--- config.mk ---
export PLATFORM = sky130hd
export DESIGN_NAME = conv_maxpool2x2_flat
export DESIGN_NICKNAME = d
export VERILOG_FILES = /design/src/rtl/conv_maxpool2x2_if.sv /design/src/rtl/conv_maxpool2x2.sv /design/src/flat_wrapper.sv
export SDC_FILE = /design/constraint.sdc
export NUM_CORES = 1
export LEC_CHECK = 0
export CAP_MARGIN = 40
export CELL_PAD_IN_SITES_DETAIL_PLACEMENT = 1
export CELL_PAD_IN_SITES_GLOBAL_PLACEMENT = 2
export CORE_UTILIZATION = 40
export CTS_CLUSTER_DIAMETER = 50
export DETAILED_ROUTE_END_ITERATION = 7
export HOLD_SLACK_MARGIN = 0.02
export PLACE_DENSITY_LB_ADDON = 0.1
export SETUP_SLACK_MARGIN = 0.1
export SYNTH_ARGS = -nofsm -noshare
export SYNTH_HDL_FRONTEND = slang
export SYNTH_SLANG_ARGS = --single-unit
export TNS_END_PERCENT = 10
--- constraint.sdc ---
create_clock -name clk -period 3.3 [get_ports clk]
set_input_delay 0.33 -clock clk [delete_from_list [all_inputs] [get_ports clk]]
set_output_delay 0.33 -clock clk [all_outputs]
set_load 0.05 [all_outputs]
--- src/rtl/conv_maxpool2x2_if.sv ---
// Stream bundle between the convolution neuron, the 2x2 max-pool stage and
// the next layer. The pool stage is the slave: it receives in_* and drives out_*.
// Handshake: in_valid qualifies in_stream for one cycle and is never stalled.
// out_valid is a one-cycle pulse qualifying out_stream and out_last, and the
// consumer must accept every pulse.
interface conv_maxpool2x2_if #(
   parameter int DATA_WIDTH = 8
) ();
   logic [DATA_WIDTH-1:0] in_stream;
   logic                  in_valid;
   logic [DATA_WIDTH-1:0] out_stream;
   logic                  out_valid;
   logic                  out_last;

   modport slave (
      input  in_stream,
      input  in_valid,
      output out_stream,
      output out_valid,
      output out_last
   );

   modport master (
      output in_stream,
      output in_valid,
      input  out_stream,
      input  out_valid,
      input  out_last
   );
endinterface

--- src/rtl/conv_maxpool2x2.sv ---
// 2x2 stride-2 max pooling over a raster-order feature map stream.
// Even rows are reduced to horizontal pair maxima and parked in a half-width
// line buffer. Odd rows combine their pair maximum with the parked value and
// emit one pooled result one cycle after the window's bottom-right input.
module conv_maxpool2x2 #(
   parameter int    DATA_WIDTH = 8,
   parameter int    IMG_WIDTH  = 28,
   parameter int    IMG_HEIGHT = 28,
   parameter string SIGNED     = "FALSE"
) (
   input  logic clk,
   input  logic rst,
   conv_maxpool2x2_if.slave bus
);

   localparam int HALF_W = IMG_WIDTH / 2;
   localparam int IDX_W  = (HALF_W > 1) ? $clog2(HALF_W) : 1;
   localparam int COL_W  = (IMG_WIDTH > 1) ? $clog2(IMG_WIDTH) : 1;
   localparam int ROW_W  = (IMG_HEIGHT > 1) ? $clog2(IMG_HEIGHT) : 1;
   localparam bit IS_SIGNED = (SIGNED == "TRUE");

   localparam logic [COL_W-1:0] COL_MAX = COL_W'(IMG_WIDTH - 1);
   localparam logic [ROW_W-1:0] ROW_MAX = ROW_W'(IMG_HEIGHT - 1);

   // Larger of two values under the configured number interpretation.
   function automatic logic [DATA_WIDTH-1:0] vmax(
      input logic [DATA_WIDTH-1:0] a,
      input logic [DATA_WIDTH-1:0] b
   );
      logic a_gt;
      if (IS_SIGNED) a_gt = ($signed(a) > $signed(b));
      else           a_gt = (a > b);
      return a_gt ? a : b;
   endfunction

   logic [COL_W-1:0]      col_q, col_d;
   logic [ROW_W-1:0]      row_q, row_d;
   logic [DATA_WIDTH-1:0] pair_q, pair_d;
   logic [DATA_WIDTH-1:0] out_stream_q, out_stream_d;
   logic                  out_valid_q, out_valid_d;
   logic                  out_last_q, out_last_d;

   // Line buffer holds one pair maximum per window column; never reset,
   // since every entry is written on an even row before the odd row reads it.
   logic [DATA_WIDTH-1:0] linebuf [HALF_W];
   logic [IDX_W-1:0]      lb_idx;
   logic                  lb_we;
   logic [DATA_WIDTH-1:0] lb_rdata;
   logic [DATA_WIDTH-1:0] pmax;

   assign lb_idx   = IDX_W'(col_q >> 1);
   assign lb_rdata = linebuf[lb_idx];
   assign pmax     = vmax(pair_q, bus.in_stream);

   // Position tracking, pair capture, line buffer write and output formation.
   always_comb begin
      col_d        = col_q;
      row_d        = row_q;
      pair_d       = pair_q;
      out_stream_d = out_stream_q;
      out_valid_d  = 1'b0;
      out_last_d   = 1'b0;
      lb_we        = 1'b0;
      if (bus.in_valid) begin
         if (col_q == COL_MAX) begin
            col_d = '0;
            row_d = (row_q == ROW_MAX) ? '0 : row_q + 1'b1;
         end else begin
            col_d = col_q + 1'b1;
         end
         if (!col_q[0]) begin
            pair_d = bus.in_stream;
         end else if (!row_q[0]) begin
            lb_we = 1'b1;
         end else begin
            out_valid_d  = 1'b1;
            out_stream_d = vmax(pmax, lb_rdata);
            out_last_d   = (row_q == ROW_MAX) && (col_q == COL_MAX);
         end
      end
   end

   // State and output registers; reset also drops a coincident input.
   always_ff @(posedge clk) begin
      if (rst) begin
         col_q        <= '0;
         row_q        <= '0;
         pair_q       <= '0;
         out_stream_q <= '0;
         out_valid_q  <= 1'b0;
         out_last_q   <= 1'b0;
      end else begin
         col_q        <= col_d;
         row_q        <= row_d;
         pair_q       <= pair_d;
         out_stream_q <= out_stream_d;
         out_valid_q  <= out_valid_d;
         out_last_q   <= out_last_d;
      end
   end

   // Even-row pair maxima parked for the following odd row.
   always_ff @(posedge clk) begin
      if (lb_we && !rst) linebuf[lb_idx] <= pmax;
   end

   assign bus.out_stream = out_stream_q;
   assign bus.out_valid  = out_valid_q;
   assign bus.out_last   = out_last_q;

endmodule
--- src/flat_wrapper.sv ---
// flat-port wrapper written by rule: the top's interface ports become plain ports
module conv_maxpool2x2_flat 
#(
   parameter int    DATA_WIDTH = 8,
   parameter int    IMG_WIDTH  = 28,
   parameter int    IMG_HEIGHT = 28,
   parameter string SIGNED     = "     "
)
  (clk, rst, bus_in_stream, bus_in_valid, bus_out_stream, bus_out_valid, bus_out_last);
  conv_maxpool2x2_if #(.DATA_WIDTH(DATA_WIDTH)) bus_i ();
  input  logic clk;
  input  logic rst;
  input wire logic [$bits(bus_i.in_stream)-1:0] bus_in_stream;
  input wire logic [$bits(bus_i.in_valid)-1:0] bus_in_valid;
  output wire logic [$bits(bus_i.out_stream)-1:0] bus_out_stream;
  output wire logic [$bits(bus_i.out_valid)-1:0] bus_out_valid;
  output wire logic [$bits(bus_i.out_last)-1:0] bus_out_last;
  assign bus_i.in_stream = bus_in_stream;
  assign bus_i.in_valid = bus_in_valid;
  assign bus_out_stream = bus_i.out_stream;
  assign bus_out_valid = bus_i.out_valid;
  assign bus_out_last = bus_i.out_last;
  conv_maxpool2x2 #(.DATA_WIDTH(DATA_WIDTH), .IMG_WIDTH(IMG_WIDTH), .IMG_HEIGHT(IMG_HEIGHT), .SIGNED(SIGNED)) u_core (.clk(clk), .rst(rst), .bus(bus_i));
endmodule
## Yosys cells after proc, flatten, opt, wreduce, memory -nomap -nowiden

Memory sizes are Yosys's and may differ from the RTL's. A register that Yosys moved wholly into a read port is not among the register bits.
Cells that the tools add are included.

| cells by class | value |
|---|---|
| bitwise operators | 3 |
| reductions and logical operators | 8 |
| $lt $le $gt $ge | 2 |
| muxes and demuxes | 15 |
| $add $sub $neg | 2 |
| equality and inequality tests | 2 |

Operator list:

| cell | number |
|---|---|
| 8-bit greater-than comparator | 2 |
| 8-bit 2-to-1 mux | 2 |
| 5-bit by 1-bit adder with 5-bit output (second input constant) | 2 |
| 5-bit equality test (second input constant) | 2 |
| 5-bit 2-to-1 mux | 2 |
| 1-bit 2-to-1 mux | 9 |
| 4-bit 2-to-1 mux | 2 |
| 2-bit AND reduction | 2 |
| 4-bit OR reduction | 1 |
| 1-bit NOT | 3 |
| 3-bit AND reduction | 1 |
| 3-bit OR reduction | 1 |
| 1-bit logical AND | 2 |
| 1-bit logical NOT | 1 |

| word-level totals | value |
|---|---|
| memories | 1 |
| bits in registers | 28 |
| bits in writable memories | 112 |

Memory list:

| memory | depth | bits a word | read ports | clocked after Yosys merged registers in | wr ports | RTL line | RTL |
|---|---|---|---|---|---|---|---|
| u_core.linebuf | 14 | 8 | 1 | 1 | 1 | conv_maxpool2x2.sv:45 | `logic [DATA_WIDTH-1:0] linebuf [HALF_W];` |

## Logic depth before layout (Yosys ltp)

| depth | value |
|---|---|
| depth in word-level cells | 7 |
| depth in mapped cells | 14 |
| mapped depth without buffers | 13 |

## Least setup slack after synthesis

No wires, ideal clock.

| path | value |
|---|---|
| path kind | input -> register |
| from | in bus_in_stream[3] |
| to | reg u_core.out_stream_q[1] (netlist: u_core.bus.out_stream[1]) |
| data required time | 3.148 ns |
| arrival | 3.312 ns |
| path buffers | 1 |
| setup slack | -0.164 ns |
| cell stages on the path | 14 |
| cell sequence | inv_1 -> ha_1 -> nand4_1 -> or2_1 -> buf_6 -> a32o_1 -> a221oi_1 -> inv_1 -> ha_1 -> and3_1 -> a221oi_1 -> nor2b_1 -> o211ai_1 -> o221ai_1 |

| on the way | value |
|---|---|
| word-level cells in the longest chain between the ends | 7 |

RTL lines:

| item | RTL line | RTL |
|---|---|---|
| from (decl) | flat_wrapper.sv:13 | `input wire logic [$bits(bus_i.in_stream)-1:0] bus_in_stream;` |
| 8-bit greater-than comparator | conv_maxpool2x2.sv:32 | `else a_gt = (a > b);` |
| 8-bit 2-to-1 mux * | conv_maxpool2x2.sv:33 | `return a_gt ? a : b;` |
| via u_core.pmax[3] | conv_maxpool2x2.sv:49 | `logic [DATA_WIDTH-1:0] pmax;` |
| 8-bit greater-than comparator * | conv_maxpool2x2.sv:32 |  |
| 1-bit 2-to-1 mux * | conv_maxpool2x2.sv:73 | `end else if (!row_q[0]) begin` |
| 1-bit 2-to-1 mux * | conv_maxpool2x2.sv:71 | `if (!col_q[0]) begin` |
| 1-bit 2-to-1 mux * | conv_maxpool2x2.sv:64 | `if (bus.in_valid) begin` |
| 8-bit 2-to-1 mux * | conv_maxpool2x2.sv:33 |  |
| to (signal assigned) | conv_maxpool2x2.sv:96 | `out_stream_q <= out_stream_d;` |
| to (decl) | conv_maxpool2x2.sv:39 | `logic [DATA_WIDTH-1:0] out_stream_q, out_stream_d;` |

The timed path passes the listed nets; every way through them passes the cells marked *. The select of a mux whose other input is x is not followed.
A chain may end at the register's enable or synchronous reset.

## Final worst setup path

| path | value |
|---|---|
| from | reg u_core.pair_q[0] |
| to | reg u_core.out_stream_q[5] (netlist: u_core.bus.out_stream[5]) |

| on the way | value |
|---|---|
| word-level cells in the longest chain between the ends | 7 |

RTL lines:

| item | RTL line | RTL |
|---|---|---|
| from (decl) | conv_maxpool2x2.sv:38 | `logic [DATA_WIDTH-1:0] pair_q, pair_d;` |
| from (signal assigned) | conv_maxpool2x2.sv:95 | `pair_q <= pair_d;` |
| 8-bit greater-than comparator | conv_maxpool2x2.sv:32 |  |
| 8-bit 2-to-1 mux | conv_maxpool2x2.sv:33 |  |
| via u_core.pmax[4] | conv_maxpool2x2.sv:49 |  |
| 8-bit greater-than comparator | conv_maxpool2x2.sv:32 |  |
| 1-bit 2-to-1 mux | conv_maxpool2x2.sv:73 |  |
| 1-bit 2-to-1 mux | conv_maxpool2x2.sv:71 |  |
| 1-bit 2-to-1 mux | conv_maxpool2x2.sv:64 |  |
| 8-bit 2-to-1 mux | conv_maxpool2x2.sv:33 |  |

The timed path passes the listed nets, and every way through them passes these cells. The select of a mux whose other input is x is not followed.

==> flow_metrics.py <==
metrics = {
    "detailed_routing": {
        "wl_met3_microns": 646,
        "drc": 0,
        "vias_per_cell": 5.40,
        "num_vias": 3907,
        "top_layer_used": "met4",
        "firstDrtPassIters": 5,
        "final_antenna_net_count": 0,
        "drt_iter0_markers": 234,
        "routedWlPerCell_microns": 21.7,
        "wl_met2_microns": 7460,
        "met1_length_microns": 7390,
        "routed_wl_microns": 15700,
    },
    "status": {
        "status": "completed",
    },
    "timing": {
        "relSlewSlack_pct": 39.7,
        "rsz0062_at_grt": "true",
        "layout_min_cycle_time_ns": 3.18,
        "fin_hold_ws_ns": 0.350,
        "fmax_mhz": 314,
        "skew_ns": 0.00844,
        "fin_crit_sh_pct": 96.4,
        "setup_viol": 0,
        "drv_slew": 0,
        "worst_pin_slew_ns": 0.900,
        "hold_viol": 0,
    },
    "yosys": {
        "synth-main-ff-cell": "edfxtp_1",
        "synth_area_leaders": "edfxtp_1, dfxtp_1, mux4_2, ha_1, nand2_1",
        "synth_edf_count": 112,
        "ys_seq_elements": 144,
        "ys_async_sr_fraction_pct": 0,
        "syn_area_per_cell_sq_um": 14.5,
        "synth.most_common_cell": "edfxtp_1",
        "yosysSeqAreaShare_pct": 64.3,
        "synth_area_sq_um": 6230,
        "syn-num-nets": 459,
        "synth_cell_type_count": 51,
        "syn_inst": 430,
        "ys_warn_count": 0,
        "yosysTopAreaCell": "edfxtp_1",
        "yosysTopAreaCellShare_pct": 54.0,
        "synthTopCellsByCount": "edfxtp_1, nand2_1, dfxtp_1",
    },
    "power": {
        "p_leak_uw": 0.00285,
        "power.density_nw_per_um2": 564,
        "vdd_drop_max_uv": 362,
    },
    "worst_setup_path": {
        "cpMaxStageDelayCell": "dfxtp_2",
        "max_stage_delay_ns": 0.35,
        "crit_top_cell": "ha_1",
        "critPathKind": "reg2reg",
        "path_cells": "inv_1 -> ha_1 -> nand4_1 -> or2_4 -> a32o_1 -> a221oi_4 -> inv_2 -> ha_1 -> and4_1 -> nand3_1 -> nand2_1 -> o211ai_1 -> buf_4 -> o221ai_1",
        "crit_buf_inv": 3,
        "arrival_ns": 3.47,
        "cp.required_ns": 3.59,
        "critical_path.max_fanout": 8,
        "end_kind": "flop",
        "crit_path_start_kind": "flop",
        "critPathTopFamily": "simple AND/OR/NAND/NOR gates",
    },
    "floorplan": {
        "die_w_microns": 127,
        "dieHeight_microns": 127,
        "ios": 21,
        "rows": 45,
        "initial_utilization_pct": 41.0,
        "die_area_sq_um": 16100,
        "core_sq_um": 15200,
    },
    "cts": {
        "htreeDepth": 4,
        "clock_path_buffers": 2,
        "cts.clk_slew.worst_paths_ns": 0.06,
        "clk_latency_ns": 0.42,
        "cts_buffers": 17,
        "cts_root_buf": "clkbuf_16",
        "cts_tree": "yes",
        "cts.sinks": 144,
    },
    "global_route": {
        "grt_max_degree": 25,
        "grt_pass1_vias": 4185,
        "grt_util_all_layers_pct": 21.2,
        "antenna_found_initial": 0,
        "grt_pass1_wl_microns": 24600,
        "grt_overflow_total": 0,
    },
    "final_layout": {
        "insertedDiodeCount": 0,
        "nNetsFinal": 551,
        "area_delta_synth_final_pct": 30.0,
        "drive_gt1_share_pct": 34.2,
        "nFillCells": 1481,
        "fin_area_sq_um": 8100,
    },
    "placement": {
        "dp_hpwl_microns": 10500,
        "port_buffers": 20,
        "placed_area_sq_um": 7160,
        "gp_congestion": 0.810,
    },
    "flow_run": {
        "drv_cap": 0,
    },
    "worst_hold_path": {
        "hp-class": "in2reg",
    },
}
## flip-flops by register name, indices dropped and copies added (netlist names), named ones only
signal                 flops
u_core.bus.out_stream      8
u_core.row_q               5
u_core.linebuf           112
u_core.col_q               5
u_core.bus.out_valid       1
u_core.pair_q              8
u_core.bus.out_last        1
## report_power, final
group          total (uW)  switching, uW  leakage, uW  internal, uW
combinational         543            293      0.00129           251
sequential           2020           15.9      0.00126          2010
clock                2000            794     0.000291          1200
total                4570           1100      0.00285          3460
## area by class of cell
type	instances	area [sq um]	area share [%]
flip-flops and latches	144	4010	49.5
multi-input cells	248	2380	29.4
repair buffers	92	792	9.78
clock buffers	18	429	5.30
well taps	188	235	2.90
clock inverters	14	181	2.24
inverters	19	72.6	0.896
## cells by family (layout without fill, tap and decap cells)
family / count (synthesis) / after routing / synth area share [%]
muxes: 37 / 37 / 10.8
xor gates and xnor gates: 2 / 2 / 0.281
adders and majority gates: 18 / 18 / 3.62
buffers and inverters: 38 / 143 / 2.81
DFF: 144 / 144 / 64.3
and+or+nand+nor: 118 / 118 / 9.06
AOI/OAI and AO/OA: 73 / 73 / 9.20
## layer usage
layer | track usage [%] | vias up
met1 | 28.7 | 1972
met2 | 34.1 | 63
met5 | 0 | -
met4 | 7.63 | 0
li1 | - | 1854
met3 | 4.05 | 18
## what timing repair did
| item | in CTS | in global routing |
|---|---|---|
| hold buffers | 0 | 0 |
| gates resized for setup | 17 | 19 |
| setup endpoints to repair | 8 | 22 |
| setup buffers | 11 | 3 |
| pin swaps | 13 | 11 |
| hold endpoints to repair | 0 | 0 |
## final timing paths
check             slack [ns]  cells past startpoint                  endpoint                     start
setup / recovery        0.12                     14  u_core.bus.out_stream[5]          u_core.pair_q[0]
hold / removal          0.35                      4          u_core.pair_q[7]          bus_in_stream[7]
setup reg to reg        0.12                     14  u_core.bus.out_stream[5]          u_core.pair_q[0]
hold reg to reg         0.46                      2  u_core.bus.out_stream[3]  u_core.bus.out_stream[3]
## worst register-to-register path, cell delays in order (launching register included)
cell      delay [ns]
dfxtp_2         0.35
inv_1           0.05
ha_1            0.27
nand4_1         0.14
or2_4           0.30
a32o_1          0.30
a221oi_4        0.28
inv_2           0.07
ha_1            0.30
and4_1          0.23
nand3_1         0.14
nand2_1         0.08
o211ai_1        0.18
buf_4           0.22
o221ai_1        0.13
## cells in the final DEF, fill, tap and decap left out, types with 7 or more instances in the layout
cell type	n
a21oi_1	15
nand2_1	54
mux2i_1	13
inv_1	9
clkbuf_16	17
ha_1	9
mux4_2	24
o21ai_0	9
clkdlybuf4s50_1	13
a32o_1	7
dfxtp_1	29
ha_4	9
a221oi_4	7
nor2_1	19
edfxtp_1	112
buf_4	69
inv_2	9
## metrics by stage
stage / cells / setup TNS [ns] / setup WS [ns] / utilization (%) / total power [uW]
after detailed placement: 677 / -3.34 / -0.438 / 47.1 / 2520
after floorplan: 430 / 0 / 0.109 / - / 2310
after CTS: 720 / 0 / 0.117 / 52.5 / 4590
after global routing: 723 / -0.0656 / -0.0235 / 53.3 / 4710
final: 723 / 0 / 0.119 / 53.3 / 4570
after global placement: 677 / -2.87 / -0.375 / 47.1 / 2510
(Power assumes the default switching activity.)
==> RTL change (config.mk and constraints unchanged) <==
Reset style: asynchronous (`rst`), changed in one clocked block.
--- a/src/rtl/conv_maxpool2x2.sv
+++ b/src/rtl/conv_maxpool2x2.sv
@@ -81,7 +81,7 @@
    end
 
    // State and output registers; reset also drops a coincident input.
-   always_ff @(posedge clk) begin
+   always_ff @(posedge clk or posedge rst) begin
       if (rst) begin
          col_q        <= '0;
          row_q        <= '0;
Check against the original RTL: no difference found for any inputs over 10 cycles, from zero or initial values and one cycle with rst high; that may be too few to reach the edited logic, so the function may still have changed.
==> RTL change against the original RTL <==
Routed wire length grew 7.0%; worst setup slack worse by 0.055 ns; synthesized area rose by 1.7%; count of clock-buffer cells in the layout down 1; synthesized cell count is 9.1% higher; sequential cell count fell by 4; global-route usage increased by 0.83 points; via count rose by 11%; cell area grew 6.3%; critical path type is now input port to flip-flop.
Power is not compared: it rests on default switching activity, and its combinational part moved more than twofold at a synthesized area within 25%.
==> RTL change: results <==
[sta]
finClkSkew_ns = 0.00995
worst_slew_margin_rel_pct = 59.8

[pwr]
vdd_drop_max_mv = 0.496
leakage_nw = 3.27

[synthesis]
synth_enable_flop_cells = 112
synthArstFlopShare_pct = 20.0
syn-num-nets = 498
ys_types = 48
ys_warn_count = 0
synth_common_cells = 112 x edfxtp_1, 51 x mux2i_1, 34 x nand2_1
ys_seq_area_share_pct = 64.1
synth.area.top_cells = edfxtp_1 53%, dfrtp_1 11%, mux2i_1 8.1%, ha_1 3.6%, nand2_1 2.0%
synth_cells = 469

[setup_path]
crit_slowest_cell = clkdlybuf4s50_1
path_max_fanout = 8
critPathMaxStageDelay_ns = 0.47
arrival_ns = 3.53

[grt]
first_global_vias = 4464
antenna_found_initial = 0
grt_usage_pct = 22.0
grt_pass1_wl_mm = 25.9
grt_max_degree = 21

[finish]
drive_gt1_share_pct = 35.6
largest_reg_flops = 112
nNetsFinal = 626
diodes = 0
num-fill-cells = 1530
final_cell_count_no_fill = 821
regMostFlops = u_core.linebuf

[drt]
viasPerCell = 5.27
firstDrtPassIters = 5
routedWlPerCell_um = 20.5
drt_iter0_drc = 253

[placed_design]
io_buffers = 20
hpwlAfterDp_mm = 11.7
gp_congestion = 0.834
dpl.cell_count = 759

[run_status]
status = completed

[clock_tree]
numCtsBuffers = 17
cts_max_path_buffers = 2
clock_latency_ns = 0.43
cts-root-buf = clkbuf_16
htree_levels = 4
clk_pin_slew_ns = 0.06

[min_path]
worstHoldPathType = input port to asynchronous set/reset pin
RTL change: final timing paths:
check,from,slack [ns],end,cells past startpoint
min in group clk,bus_in_stream[3],0.36,u_core.bus.out_stream[3],4
max in group asynchronous,rst,2.40,u_core.pair_q[3],3
hold / removal,rst,0.27,u_core.row_q[0],2
hold reg to reg,u_core.bus.out_stream[5],0.49,u_core.bus.out_stream[5],2
setup reg to reg,u_core.pair_q[1],0.09,u_core.bus.out_stream[2],15
setup / recovery,bus_in_stream[7],0.06,u_core.bus.out_stream[2],17
RTL change: per-layer routing:
metal	global-route usage (%)	vias to the layer above	share of wire, %
met4	8.17	0	1.8
met5	0	-	0
met3	5.05	25	3.0
met2	37.0	71	50
met1	27.7	2172	45
li1	-	2055	-
RTL change: logic make-up after synthesis:
logic type	count (synthesis)	synth area share [%]
flip-flops	140	64.1
AND/OR/NAND/NOR	131	11.0
multiplexers	53	8.41
buffers and inverters	35	2.86
AO/OA/AOI/OAI	91	9.85
XOR/XNOR	1	0.138
adder cells (fa/ha/maj)	18	3.55
RTL change: worst max-delay path, delay by kind of cell:
| family | cells | cell delay, ns |
|---|---|---|
| simple gates | 4 | 0.58 |
| buf+inv | 4 | 0.80 |
| compound gates | 7 | 1.28 |
| fa+ha+maj | 2 | 0.51 |
RTL change: repair_timing:
item	CTS	global route
setup buffers	3	26
endpoints found under the setup margin	8	8
gates cloned	1	1
pin swaps	2	18
gates resized for setup	9	43
RTL change: area by class of cell:
type	instances	area [um^2]	area share [%]
clock buffer	17	425	4.94
clock inverter	15	175	2.03
inverter	15	56.3	0.654
multi-input combinational	295	2520	29.3
sequential	140	4070	47.3
tap	211	264	3.07
timing repair buffer	128	1090	12.7
RTL change: through the flow:
step                      TNS, ns  area [um^2]  setup slack, ns
after detailed placement    -3.03         7520           -0.462
after floorplan                 0         6570           0.0731
after global placement      -2.27         7510           -0.370
after global routing      -0.0857         8610          -0.0693
after CTS                       0         8200           0.0597
final                           0         8610           0.0639
RTL change: power breakdown:
group,internal (W),leakage [nW],switching (W)
registers,0.00215,1.37,0.000104
logic,0.00180,1.60,0.00191
clock network,0.00114,0.293,0.000815
total,0.00508,3.27,0.00283
